**src/rtl/out_pass4_rr_arbiter.sv**
```systemverilog
`timescale 1ns/1ps
`default_nettype none
// ============================================================================
// Module      : out_pass4_rr_arbiter
// Description : Burst arbiter sharing one registered 4-bit output pin group
//               among fabric requesters (round-robin or fixed priority).
// Revision    : 1.0 - initial release
// ============================================================================
module out_pass4_rr_arbiter #(
    parameter int NUM_REQ      = 4,
    parameter int DATA_W       = 4,
    parameter int MAX_BURST    = 4,
    parameter int NoConfigBits = 2
) (
    input  logic                      UserCLK,
    input  logic                      resetn,
    input  logic [NUM_REQ-1:0]        req_valid,
    input  logic [NUM_REQ*DATA_W-1:0] req_data,
    input  logic [NUM_REQ-1:0]        req_last,
    output logic [NUM_REQ-1:0]        req_ready,
    output logic [DATA_W-1:0]         O,
    output logic                      O_valid,
    output logic [1:0]                O_src,
    input  logic [NoConfigBits-1:0]   ConfigBits
);

    typedef enum logic [0:0] {
        S_IDLE  = 1'b0,
        S_GRANT = 1'b1
    } state_t;

    localparam logic [1:0] c_LAST_IDX = 2'(NUM_REQ - 1);
    localparam logic [3:0] c_BEAT_MAX = 4'(MAX_BURST - 1);

    state_t             r_state;
    state_t             w_stateNext;
    logic [1:0]         r_grant;
    logic [1:0]         w_grantNext;
    logic [1:0]         r_rrPtr;
    logic [1:0]         w_rrPtrNext;
    logic [1:0]         w_ptrAfter;
    logic [3:0]         r_beatCnt;
    logic [3:0]         w_beatNext;
    logic               r_limitEn;
    logic               w_limitNext;
    logic               w_xfer;
    logic               w_burstEnd;
    logic [NUM_REQ-1:0] w_grantOh;
    logic [NUM_REQ-1:0] w_others;
    logic [NUM_REQ-1:0] w_pickMask;
    logic [1:0]         w_pickStart;
    logic [2:0]         w_pick;

    // Returns {found, index}; descending scan so the smallest offset from start wins.
    function automatic logic [2:0] pickWinner(
        input logic [NUM_REQ-1:0] mask,
        input logic [1:0]         start,
        input logic               rrMode
    );
        logic       found;
        logic [1:0] idx;
        int         pos;
        found = 1'b0;
        idx   = 2'd0;
        for (int k = NUM_REQ - 1; k >= 0; k--) begin
            pos = rrMode ? (int'(start) + k) : k;
            if (pos >= NUM_REQ) pos = pos - NUM_REQ;
            if (mask[pos]) begin
                found = 1'b1;
                idx   = 2'(pos);
            end
        end
        return {found, idx};
    endfunction

    always_comb begin
        w_grantOh          = '0;
        w_grantOh[r_grant] = 1'b1;
    end

    assign w_xfer      = (r_state == S_GRANT) && req_valid[r_grant];
    assign w_burstEnd  = w_xfer && (req_last[r_grant] ||
                                    (r_limitEn && (r_beatCnt == c_BEAT_MAX)));
    assign w_ptrAfter  = (r_grant == c_LAST_IDX) ? 2'd0 : r_grant + 2'd1;
    assign w_others    = req_valid & ~w_grantOh;

    // At burst end the ender only competes when nobody else is asking.
    assign w_pickMask  = (r_state == S_IDLE) ? req_valid
                       : ((|w_others) ? w_others : req_valid);
    assign w_pickStart = (r_state == S_IDLE) ? r_rrPtr : w_ptrAfter;
    assign w_pick      = pickWinner(w_pickMask, w_pickStart, ConfigBits[0]);

    always_comb begin
        w_stateNext = r_state;
        w_grantNext = r_grant;
        w_rrPtrNext = r_rrPtr;
        w_beatNext  = r_beatCnt;
        w_limitNext = r_limitEn;
        case (r_state)
            S_IDLE: begin
                if (w_pick[2]) begin
                    w_stateNext = S_GRANT;
                    w_grantNext = w_pick[1:0];
                    w_beatNext  = 4'd0;
                    w_limitNext = ConfigBits[1];
                end
            end
            S_GRANT: begin
                if (w_burstEnd) begin
                    w_rrPtrNext = w_ptrAfter;
                    w_beatNext  = 4'd0;
                    w_limitNext = ConfigBits[1];
                    if (w_pick[2]) begin
                        w_grantNext = w_pick[1:0];
                    end else begin
                        w_stateNext = S_IDLE;
                    end
                end else if (w_xfer) begin
                    w_beatNext = r_beatCnt + 4'd1;
                end
            end
            default: w_stateNext = S_IDLE;
        endcase
    end

    always_ff @(posedge UserCLK or negedge resetn) begin
        if (!resetn) begin
            r_state   <= S_IDLE;
            r_grant   <= 2'd0;
            r_rrPtr   <= 2'd0;
            r_beatCnt <= 4'd0;
            r_limitEn <= 1'b0;
        end else begin
            r_state   <= w_stateNext;
            r_grant   <= w_grantNext;
            r_rrPtr   <= w_rrPtrNext;
            r_beatCnt <= w_beatNext;
            r_limitEn <= w_limitNext;
        end
    end

    always_comb begin
        req_ready = '0;
        if (r_state == S_GRANT) req_ready = w_grantOh;
    end

    // Pin flops: data and source hold between beats, only O_valid pulses.
    always_ff @(posedge UserCLK or negedge resetn) begin
        if (!resetn) begin
            O       <= '0;
            O_valid <= 1'b0;
            O_src   <= 2'd0;
        end else begin
            O_valid <= w_xfer;
            if (w_xfer) begin
                O     <= req_data[r_grant*DATA_W +: DATA_W];
                O_src <= r_grant;
            end
        end
    end

endmodule
`default_nettype wire

```
**config.mk**
```make
export PLATFORM = sky130hd
export DESIGN_NAME = out_pass4_rr_arbiter
export DESIGN_NICKNAME = d
export VERILOG_FILES = /design/src/rtl/out_pass4_rr_arbiter.sv
export SDC_FILE = /design/constraint.sdc
export NUM_CORES = 1
export LEC_CHECK = 0
export CAP_MARGIN = 20
export CORE_UTILIZATION = 42
export CTS_BUF_LIST = sky130_fd_sc_hd__clkbuf_16
export DETAILED_ROUTE_END_ITERATION = 16
export HOLD_SLACK_MARGIN = 0.05
export PLACE_DENSITY = 0.76
export SYNTH_ARGS = -nofsm -noshare
export SYNTH_HDL_FRONTEND = slang
export SYNTH_SLANG_ARGS = --single-unit
export TNS_END_PERCENT = 5
```
**constraint.sdc**
```tcl
create_clock -name UserCLK -period 2.6 [get_ports UserCLK]
set_clock_uncertainty 0.1 [all_clocks]
set_input_delay 0.65 -clock UserCLK [delete_from_list [all_inputs] [get_ports UserCLK]]
set_output_delay 0.65 -clock UserCLK [all_outputs]
set_load 0.02 [all_outputs]
```
==> metrics <==
biggest area consumer among synthesized cells=dfrtp_1; CP arrival=1.70 ns; slowest cell on the critical path=clkdlybuf4s50_1; worst min path class=reg2reg; count of buffers from port buffering=38; VDD IR max=0.6319 mV; YS warnings=0; Die Wd=57.56 um; delay-heaviest family, CP=buffers and inverters; clock sinks=17; P_leak=0.8214 nW; crit path launch=r_grant[0]$_DFFE_PN0P_; Clk network pwr share=0.146; CTS Buf Count=3; Max clock buf depth=2; final worst path period need=2.446 ns; synthesized area=0.001296 mm2; WP data required=1.85 ns; Layout Utilization=0.6776; sequential share of the synthesized area=0.3282; outcome=finished with violations; largest net degree at the start of global routing=18; # fillers=218; fmax=408.8 MHz; Mapped Cells=124; count leader, synth=dfrtp_1; violated checks=DRC; Avg Cell Area, Syn=10.45 um2; Post-Layout Inst Area=0.001917 mm2; Hold Startpoint=O_src[0]$_DFFE_PN0P_; core area=0.002829 mm2; critical path class=reg2out; Root Buffer=clkbuf_16; All-Layer GR Usage=0.2135; total grt overflow=0; Post-synth EDFFs=0; CTS Hold Buffers Added=0; critical register-to-register path startpoint=r_grant[0]$_DFFE_PN0P_; max_cap viols=0; vias per cell=5.769; final period utilization=0.9407; post-CTS setup buffers=0; vias in the first global route=1,305; post-route setup TNS=0 ns; Net Count, Synth=157; row count=19; worst reg2reg path depth=7; grt met1 use=0.2701; dpl cell area=0.001837 mm2; fin. max-slew vios=0; Seq pwr share=0.225; met3 Track Usage GR=0.03401; Pwr Density=1092 mW/mm2; initial antenna violation count=0; Crit. path cell count=3; Worst-Margin Slew=0.4168 ns; Final Setup Violations=0; Final Hold Slack=0.4040 ns; post-CTS sizing=0; Final nets=215; register area=425.4 um2; initial core utilization=0.4582; unrepaired setup endpoints after global routing=false; met2 Use GR=0.3837; delay of the slowest cell on the worst path=0.59 ns; P_sw=0.8079 mW; Worst Path Buf+Inv=1; RePlAce Congestion=0.9368; Post-synth top cells=dfrtp_1 (17), mux2_2 (10), nand2b_1 (8), o21ai_0 (8), nand2_1 (7); DRC Markers=5; Final Instance Count excl. Fillers=212; drt total wl=3.269 mm; Power Internal=1.285 mW; CP max FO=6; DRT iter0 DRCs=42; Skew-Pair Late Insertion Delay=0.24 ns; Die Span Y=57.56 um; area share of the largest cell type after synthesis=0.3282; die area=0.003313 mm2; CP cell instances=ha_1 > and2_1 > clkdlybuf4s50_1; Worst-path clk slew=0.05 ns; Comb power frac=0.629; TritonRoute pass-1 iters=10; post-route ant nets=0; Main synth FF type=dfrtp_1; Top Usage Layer GRT=met2; asr flop ratio synth=1.000; CP Launch Type=flip-flop; switching portion of total power=0.3860; # diodes=0; global-route wire length before repair=5.609 mm; Setup crit end kind=output port; IO Pins=39; area added between synthesis and finish=47.88%; H-tree levels=1; hold depth=1; post-DP HPWL=2.581 mm; CTS tree=done; share of cells above drive strength 1=0.2376; Area contributors post-synth=dfrtp_1 (33%), mux2_2 (8.7%), mux4_2 (8.7%), ha_1 (4.8%), mux2i_1 (3.9%); Yosys cell types=40; placed cell count=208; final-report hold violation count=0; Worst slew margin=0.7185; average wire per standard cell=15.42 um; Multi-input gate area=830.8 um2; via count=1,223; Seq cells post-synth=17
==> area by class of cell <==
type / count / share of cell area
multi-input combinational: 98 / 0.4334
inverter: 5 / 0.009791
timing repair buffer: 57 / 0.2728
clock buffer: 3 / 0.03916
clock inverter: 1 / 0.002611
tap: 31 / 0.02023
sequential: 17 / 0.2219
==> stage by stage <==
step,power (mW),setup WS [ns]
after floorplan,1.292,0.1591
after global placement,1.742,0.05296
after detailed placement,1.788,0.006001
after CTS,2.105,0.1398
after global routing,2.238,0.06069
final,2.093,0.1541
==> worst register-to-register path, stage by stage, from the launching register on <==
cell	delay (ns)
dfrtp_1	0.41
inv_1	0.08
ha_1	0.36
or3_1	0.34
and3_4	0.20
or3_1	0.34
a2111oi_1	0.35
a211oi_1	0.10
==> path summary, 6_finish.rpt <==
check | endpoint | slack, ns
max reg2reg | r_grant[0]$_DFFE_PN0P_ | 0.18
min in group asynchronous | r_beatCnt[3]$_DFFE_PN0P_ | 0.64
max in group asynchronous | r_beatCnt[1]$_DFFE_PN0P_ | 1.57
min reg2reg | O_src[0]$_DFFE_PN0P_ | 0.40
min | O_src[0]$_DFFE_PN0P_ | 0.40
max | req_ready[3] | 0.15
==> logic make-up (layout without fill, tap and decap cells) <==
family                   count (synthesis)  in the layout  share of synthesized area
AND/OR/NAND/NOR                         36             36                     0.1544
adder cells (fa/ha/maj)                  5              5                    0.04826
XOR/XNOR                                 1              1                   0.006758
flip-flops                              17             17                     0.3282
AO/OA/AOI/OAI                           36             36                     0.2191
multiplexers                            20             20                     0.2124
buffers and inverters                    9             66                    0.03088
==> cells in the final DEF (no fill, tap or decap), drive strengths merged, types with 2 or more instances in the layout <==
cell type | synthesis | final
mux2 | 10 | 10
nor2 | 5 | 5
a21o | 2 | 2
dfrtp | 17 | 17
mux4 | 5 | 5
or3 | 3 | 3
ha | 5 | 5
a41oi | 5 | 5
nand2b | 8 | 8
a21oi | 3 | 3
nand2 | 7 | 7
o21ai | 8 | 8
clkbuf | 1 | 3
inv | 5 | 5
a211oi | 2 | 2
and2 | 5 | 5
clkdlybuf4s50 | 0 | 38
nand3 | 4 | 4
mux2i | 5 | 5
buf | 3 | 19
a21boi | 5 | 5
==> state kept, by name (all words and copies together) (netlist names) <==
signal	flops
O	4
r_beatCnt	4
O_src	2
r_grant	2
r_rrPtr	2
O_valid	1
r_limitEn	1
r_state	1
==> metal layers <==
layer | up-vias | share of wire
li1 | 586 | -
met1 | 607 | 0.45
met2 | 30 | 0.51
met3 | 0 | 0.036
met4 | 0 | 0
met5 | - | 0
==> power groups by stage <==
stage                     Combinational, mW  Sequential [mW]  Clock [mW]
after detailed placement               1.31            0.475           0
after global routing                   1.43            0.485       0.326
after global placement                 1.27            0.468           0
final                                  1.32            0.471       0.306
after floorplan                       0.770            0.522           0
after CTS                              1.32            0.471       0.310
Note: power is estimated with default switching activity, not from simulation.
